`src/rtl/audio_sched_pkg.sv`:
```
// ============================================================================
// Module  : audio_sched_pkg
// Brief   : Shared types and constants for the audio BRAM scheduler.
// Revision: 1.0 - initial release
// ============================================================================
`default_nettype none

package audio_sched_pkg;

  localparam int BYTES_PER_WORD = 4;

  typedef enum logic [2:0] {
    IDLE  = 3'd0,
    ISSUE = 3'd1,
    WAIT  = 3'd2,
    SEND  = 3'd3,
    GAP   = 3'd4,
    DONE  = 3'd5
  } sched_state_t;

endpackage

`default_nettype wire

```
`src/rtl/word_serializer.sv`:
```
// ============================================================================
// Module  : word_serializer
// Brief   : Holds one BRAM word and emits its bytes MSB first as trigger strobes.
// Revision: 1.0 - initial release
// ============================================================================
`default_nettype none

module word_serializer
  import audio_sched_pkg::*;
#(
  parameter int WORD_WIDTH = 32
) (
  input  logic                  clk_in,
  input  logic                  rst_in,
  input  logic                  load_in,
  input  logic [WORD_WIDTH-1:0] word_in,
  input  logic                  fire_in,
  input  logic                  step_in,
  output logic [7:0]            tx_byte_out,
  output logic                  tx_trigger_out,
  output logic                  last_out
);

  localparam int IDX_W = $clog2(BYTES_PER_WORD);
  localparam logic [IDX_W-1:0] C_LAST_IDX = IDX_W'(BYTES_PER_WORD - 1);

  logic [WORD_WIDTH-1:0] r_word;
  logic [IDX_W-1:0]      r_idx;
  logic [7:0]            r_tx_byte;
  logic                  r_tx_trigger;
  logic [7:0]            w_lane;

  assign w_lane = r_word[{r_idx, 3'b000} +: 8];

  always_ff @(posedge clk_in or posedge rst_in) begin
    if (rst_in) begin
      r_word       <= '0;
      r_idx        <= '0;
      r_tx_byte    <= '0;
      r_tx_trigger <= 1'b0;
    end else begin
      r_tx_trigger <= fire_in;
      if (fire_in) begin
        r_tx_byte <= w_lane;
      end
      if (load_in) begin
        r_word <= word_in;
        r_idx  <= C_LAST_IDX;
      end else if (step_in) begin
        r_idx <= r_idx - 1'b1;
      end
    end
  end

  assign tx_byte_out    = r_tx_byte;
  assign tx_trigger_out = r_tx_trigger;
  assign last_out       = (r_idx == '0);

endmodule

`default_nettype wire

```
`src/rtl/audio_bram_scheduler.sv`:
```
// ============================================================================
// Module  : audio_bram_scheduler
// Brief   : Arbitrates the shared audio BRAM port between record writes and
//           byte-serialised playback reads. Define AUDIO_SCHED_LOOP_EN for
//           continuous looped playback.
// Revision: 1.0 - initial release
// ============================================================================
`default_nettype none

module audio_bram_scheduler
  import audio_sched_pkg::*;
#(
  parameter int WORD_WIDTH   = 32,
  parameter int DEPTH        = 25_250,
  parameter int ADDR_WIDTH   = $clog2(DEPTH),
  parameter int READ_LATENCY = 2
) (
  input  logic                  clk_in,
  input  logic                  rst_in,
  input  logic                  play_in,
  input  logic                  clear_in,
  input  logic                  wr_valid_in,
  input  logic [WORD_WIDTH-1:0] wr_data_in,
  output logic [ADDR_WIDTH-1:0] bram_addr_out,
  output logic [WORD_WIDTH-1:0] bram_din_out,
  output logic                  bram_we_out,
  input  logic [WORD_WIDTH-1:0] bram_dout_in,
  output logic [7:0]            tx_byte_out,
  output logic                  tx_trigger_out,
  input  logic                  tx_busy_in,
  output logic [ADDR_WIDTH:0]   wr_count_out,
  output logic [ADDR_WIDTH-1:0] rd_addr_out,
  output logic                  overflow_out,
  output logic                  done_out
);

  localparam int LAT_W = $clog2(READ_LATENCY + 1);
  localparam logic [ADDR_WIDTH:0] C_DEPTH = (ADDR_WIDTH + 1)'(DEPTH);
  localparam logic [LAT_W-1:0]    C_LAT   = LAT_W'(READ_LATENCY);

  sched_state_t r_state, w_next;

  logic [ADDR_WIDTH:0]   r_wr_count;
  logic [ADDR_WIDTH-1:0] r_rd_addr;
  logic [LAT_W-1:0]      r_lat;
  logic                  r_overflow;
  logic                  r_play_q;

  logic                  w_wr_ok;
  logic                  w_play_rise;
  logic [ADDR_WIDTH:0]   w_rd_ext;
  logic [ADDR_WIDTH:0]   w_rd_nxt_ext;
  logic                  w_issue;
  logic                  w_lat_load;
  logic                  w_load;
  logic                  w_fire;
  logic                  w_step;
  logic                  w_rd_clr;
  logic                  w_rd_inc;
  logic                  w_last;

  // Reset is folded in so the combinational BRAM strobe is also quiet during reset.
  assign w_wr_ok      = wr_valid_in && !clear_in && !rst_in && (r_wr_count < C_DEPTH);
  assign w_play_rise  = play_in && !r_play_q;
  assign w_rd_ext     = {1'b0, r_rd_addr};
  assign w_rd_nxt_ext = w_rd_ext + 1'b1;

  always_ff @(posedge clk_in or posedge rst_in) begin
    if (rst_in) begin
      r_state <= IDLE;
    end else begin
      r_state <= w_next;
    end
  end

  always_comb begin
    w_next     = r_state;
    w_issue    = 1'b0;
    w_lat_load = 1'b0;
    w_load     = 1'b0;
    w_fire     = 1'b0;
    w_step     = 1'b0;
    w_rd_clr   = 1'b0;
    w_rd_inc   = 1'b0;
    if (r_state != IDLE && !play_in) begin
      w_next   = IDLE;
      w_rd_clr = 1'b1;
    end else begin
      case (r_state)
        IDLE: begin
          if (w_play_rise) begin
            w_rd_clr = 1'b1;
            w_next   = (r_wr_count == '0) ? DONE : ISSUE;
          end
        end
        ISSUE: begin
          if (w_rd_ext >= r_wr_count) begin
            w_next = DONE;
          end else if (!w_wr_ok) begin
            w_issue    = 1'b1;
            w_lat_load = 1'b1;
            w_next     = WAIT;
          end
        end
        WAIT: begin
          if (r_lat <= LAT_W'(1)) begin
            w_load = 1'b1;
            w_next = SEND;
          end
        end
        SEND: begin
          if (!tx_busy_in) begin
            w_fire = 1'b1;
            w_next = GAP;
          end
        end
        GAP: begin
          if (r_wr_count == '0) begin
            w_next = DONE;
          end else if (!w_last) begin
            w_step = 1'b1;
            w_next = SEND;
          end else begin
`ifdef AUDIO_SCHED_LOOP_EN
            if (w_rd_nxt_ext >= r_wr_count) begin
              w_rd_clr = 1'b1;
            end else begin
              w_rd_inc = 1'b1;
            end
            w_next = ISSUE;
`else
            w_rd_inc = 1'b1;
            w_next   = (w_rd_nxt_ext >= r_wr_count) ? DONE : ISSUE;
`endif
          end
        end
        DONE: begin
          w_next = DONE;
        end
        default: begin
          w_next = IDLE;
        end
      endcase
    end
  end

  always_ff @(posedge clk_in or posedge rst_in) begin
    if (rst_in) begin
      r_wr_count <= '0;
      r_rd_addr  <= '0;
      r_lat      <= '0;
      r_overflow <= 1'b0;
      r_play_q   <= 1'b0;
    end else begin
      r_play_q <= play_in;

      if (clear_in) begin
        r_wr_count <= '0;
      end else if (w_wr_ok) begin
        r_wr_count <= r_wr_count + 1'b1;
      end

      if (clear_in) begin
        r_overflow <= 1'b0;
      end else if (wr_valid_in && (r_wr_count >= C_DEPTH)) begin
        r_overflow <= 1'b1;
      end

      if (w_rd_clr) begin
        r_rd_addr <= '0;
      end else if (w_rd_inc) begin
        r_rd_addr <= r_rd_addr + 1'b1;
      end

      if (w_lat_load) begin
        r_lat <= C_LAT;
      end else if (r_state == WAIT && r_lat != '0) begin
        r_lat <= r_lat - 1'b1;
      end
    end
  end

  word_serializer #(
    .WORD_WIDTH (WORD_WIDTH)
  ) u_serializer (
    .clk_in         (clk_in),
    .rst_in         (rst_in),
    .load_in        (w_load),
    .word_in        (bram_dout_in),
    .fire_in        (w_fire),
    .step_in        (w_step),
    .tx_byte_out    (tx_byte_out),
    .tx_trigger_out (tx_trigger_out),
    .last_out       (w_last)
  );

  // Idle port cycles keep the read address parked so a deferred issue needs no extra mux state.
  assign bram_we_out   = w_wr_ok;
  assign bram_addr_out = w_wr_ok ? r_wr_count[ADDR_WIDTH-1:0] : r_rd_addr;
  assign bram_din_out  = w_wr_ok ? wr_data_in : '0;

  assign wr_count_out  = r_wr_count;
  assign rd_addr_out   = r_rd_addr;
  assign overflow_out  = r_overflow;
  assign done_out      = (r_state == DONE);

  logic w_unused;
  assign w_unused = w_issue;

endmodule

`default_nettype wire

```
`config.mk`:
```
export PLATFORM = sky130hd
export DESIGN_NAME = audio_bram_scheduler
export DESIGN_NICKNAME = d
export VERILOG_FILES = /design/src/rtl/audio_sched_pkg.sv /design/src/rtl/word_serializer.sv /design/src/rtl/audio_bram_scheduler.sv
export SDC_FILE = /design/constraint.sdc
export NUM_CORES = 1
export LEC_CHECK = 0
export ABC_AREA = 1
export CORE_ASPECT_RATIO = 1.1
export CORE_MARGIN = 2
export CORE_UTILIZATION = 35
export DETAILED_ROUTE_END_ITERATION = 8
export HOLD_SLACK_MARGIN = 0.15
export RECOVER_POWER = 25
export SLEW_MARGIN = 20
export SYNTH_ARGS = -nofsm -noshare
export SYNTH_HDL_FRONTEND = slang
export SYNTH_SLANG_ARGS = --single-unit
```
`constraint.sdc`:
```
create_clock -name clk_in -period 3.4 [get_ports clk_in]
set_clock_uncertainty 0.05 [all_clocks]
set_input_delay 0.34 -clock clk_in [delete_from_list [all_inputs] [get_ports clk_in]]
set_output_delay 0.34 -clock clk_in [all_outputs]
set_load 0.01 [all_outputs]
```
==> flow_summary_export.csv <==
group,metric,value,unit
timing,max_freq,325,MHz
layout,antenna_cells,0,
floorplanning,chipWidth,123,microns
worst_hold_path,hp-class,"register to register",
layout,fin_nets,961,
timing,post-route-period-util,90.5,%
critical_path,r2r_slack,0.38,ns
power_and_ir_drop,p_leak,0.00363,uW
timing,hold_violations,0,
floorplanning,start_util,36.0,%
critical_path,required,3.01,ns
cts,worstSkewPairLatency,0.35,ns
layout,final_cells,1054,
floorplanning,die-area,16600,sq um
global_routing,grt_overflow,0,
synthesis,synth_edf_count,0,
place,dp_slack,0.354,ns
global_routing,antenna_found_initial,0,
critical_path,critPathTopFamily,"buffers and inverters",
power_and_ir_drop,power_density,387,nW/um^2
cts,htreeDepth,3,
cts,ctsHoldBuffers,0,
floorplanning,core,15200,sq um
worst_hold_path,holdCritStartpoint,"u_serializer.r_word[21]$_DFFE_PP0P_",
layout,areaGrowthSynthToFinish,37.7,%
cts,cts-resized-gates,0,
timing,setup_violations,0,
timing,final_max_slew_viol_count,82,
cts,root_buffer,"clkbuf_16",
place,dp.final_hpwl,11400,microns
layout,drive_gt1_share,9.44,%
synthesis,post_synth.cell_area_avg,7.87,sq um
outcome,failed_checks,"max-capacitance violations, max-slew violations",
worst_hold_path,hold_path_end,"u_serializer.r_word[21]$_DFFE_PP0P_",
synthesis,synth_area_leaders,"dfrtp_1, ha_1, nand2_1, inv_1, nor2_1",
critical_path,path_class,"register to output port",
critical_path,cpMostUsedCell,"nand2_1",
floorplanning,io_pins,160,
synthesis,async_flop_share,100,%
drt,dr.pass1.iters,4,
critical_path,cp_max_fo,25,
synthesis,synth_top_area_share,37.1,%
drt,totalWireLength,15100,microns
power_and_ir_drop,total_power,2920,uW
cts,cts_tree,"yes",
timing,worstMarginPinSlew,2.09,ns
global_routing,grt_pass1_wl,24000,microns
cts,cts_setup_buffers,0,
global_routing,track_usage,18.5,%
floorplanning,num_rows,47,
critical_path,worst_setup_path_end_kind,"output port",
synthesis,netlist_area,5470,sq um
layout,final_common_cell,"clkdlybuf4s50_1",
timing,postLayoutSetupSlackWorst,0.325,ns
global_routing,grt_max_degree,82,
drt,final_antenna_net_count,0,
place,io_buffers,159,
synthesis,synth-warning-count,0,
floorplanning,die_h,135,microns
layout,layout_common_cells,"clkdlybuf4s50_1, nand2_1, inv_1, nor2_1, dfrtp_1",
outcome,status,"finished with violations",
layout,nFillCells,1506,
timing,grt_setup_unrepaired,"false",
synthesis,yosys.area.top_type,"dfrtp_1",
synthesis,ys.flop_type,"dfrtp_1",
timing,finalCriticalPeriod,3.08,ns
cts,cts_buffer_depth,2,
drt,route.detailed.drc,0,
synthesis,yosys.cell_types.count,43,
synthesis,postSynthCellCount,695,
global_routing,grt_pass1_vias,4794,
critical_path,rr_worst_depth,18,
cts,cts_made_buffers,9,
critical_path,critPathArrivalTime,2.69,ns
run,cap_viol_max_count,1,
critical_path,cpPeakStageDelay,0.57,ns
drt,wl_per_cell,14.3,microns
drt,vias,5093,
critical_path,reg2reg_from,"rd_addr_out[0]$_DFFE_PP0P_",
timing,fin_tns_setup,0,ns
timing,relSlewSlack,-39.4,%
drt,drt-vias-per-instance,4.83,
layout,final_util,49.6,%
cts,cts_sinks,81,
drt,drtIter0Drc,227,
power_and_ir_drop,max-vdd-ir-drop,0.287,mV
place,place.gp.congestion,0.877,
cts,clk_pin_slew_worst_paths,0.07,ns
synthesis,syn_nets,803,
worst_hold_path,worstHoldPathCells,1,
critical_path,worst_setup_path_start_kind,"register",
critical_path,worstPathCellList,"inv_1 -> nand3_1 -> nor2_1 -> nand2_1 -> nand3_4 -> buf_4 -> nand2_1 -> o21ai_0 -> clkdlybuf4s50_1",
critical_path,crit_buf_inv,3,
critical_path,slowest_stage,"clkdlybuf4s50_1",
critical_path,r2r-end,"r_state[2]$_DFFE_PP0P_",
place,dpl.cell_count,1038,
synthesis,ys_seq_area_share,37.1,%
synthesis,synth-seq-cells,81,
-- state kept, by name, summed over array words and instances, names as in the netlist --
signal,count
u_serializer.tx_byte_out,8
wr_count_out,16
u_serializer.r_word,32
u_serializer.tx_trigger_out,1
r_lat,2
r_play_q,1
overflow_out,1
r_state,3
u_serializer.r_idx,2
rd_addr_out,15
-- logic make-up (layout without fill, tap and decap cells) --
logic type	after synthesis	count (layout)	share of synthesized area [%]
AO/OA/AOI/OAI	125	125	12.4
XOR/XNOR	17	17	2.72
adder cells (fa/ha/maj)	38	38	8.70
buffers and inverters	136	299	10.2
flip-flops	81	81	37.1
multiplexers	32	32	6.59
AND/OR/NAND/NOR	266	266	22.4
-- where the power goes --
part           switching, uW  internal (uW)  total [uW]  leakage, uW
clock network            424            524         948     0.000140
registers                101           1080        1180      0.00107
logic                    436            353         790      0.00242
total                    961           1960        2920      0.00363
-- cell usage after synthesis, drive strengths merged (4+ instances only) --
master and count:
ha 38, xor2 17, nor4 6, nand2 107, nor2 94, mux2 32
buf 16, nor3 16, dfrtp 81, inv 112, o21ai 71, clkinv 4
clkbuf 4, nand4 9, a21oi 37, nand3 30, o22ai 9
-- worst max path at each step --
stage	cells after the start	end	from
6_report	9	bram_addr_out[7]	wr_count_out[8]$_DFFE_PP0P_
5_1_grt	18	r_state[2]$_DFFE_PP0P_	rd_addr_out[0]$_DFFE_PP0P_
2_1_floorplan	18	r_state[2]$_DFFE_PP0P_	rd_addr_out[0]$_DFFE_PP0P_
3_3_place_gp	18	r_state[2]$_DFFE_PP0P_	rd_addr_out[0]$_DFFE_PP0P_
4_1_cts	9	bram_addr_out[9]	wr_count_out[2]$_DFFE_PP0P_
3_5_place_dp	18	r_state[2]$_DFFE_PP0P_	rd_addr_out[0]$_DFFE_PP0P_
-- cell type report --
type | instances | area [sq um] | area share, %
multi-input cells | 478 | 2880 | 38.3
flip-flops and latches | 81 | 2030 | 26.9
repair buffers | 167 | 1650 | 21.9
inverters | 116 | 439 | 5.83
well taps | 196 | 245 | 3.26
clock buffers | 10 | 239 | 3.17
clock inverters | 6 | 47.5 | 0.632
-- routing by layer --
metal  GRT usage (%)  part of all wire [%]
met1            24.1                    44
met4            4.99                   1.0
met3            5.24                   8.8
met5               0                     0
met2            30.1                    46
-- metrics by stage --
stage / cell area [sq um] / hold WS [ns]
after CTS: 7550 / 0.440
after detailed placement: 7260 / 0.426
after global routing: 7530 / 0.455
final: 7530 / 0.434
after global placement: 7260 / 0.418
after floorplan: 5470 / 0.321
Power figures use the tool's default switching activity.
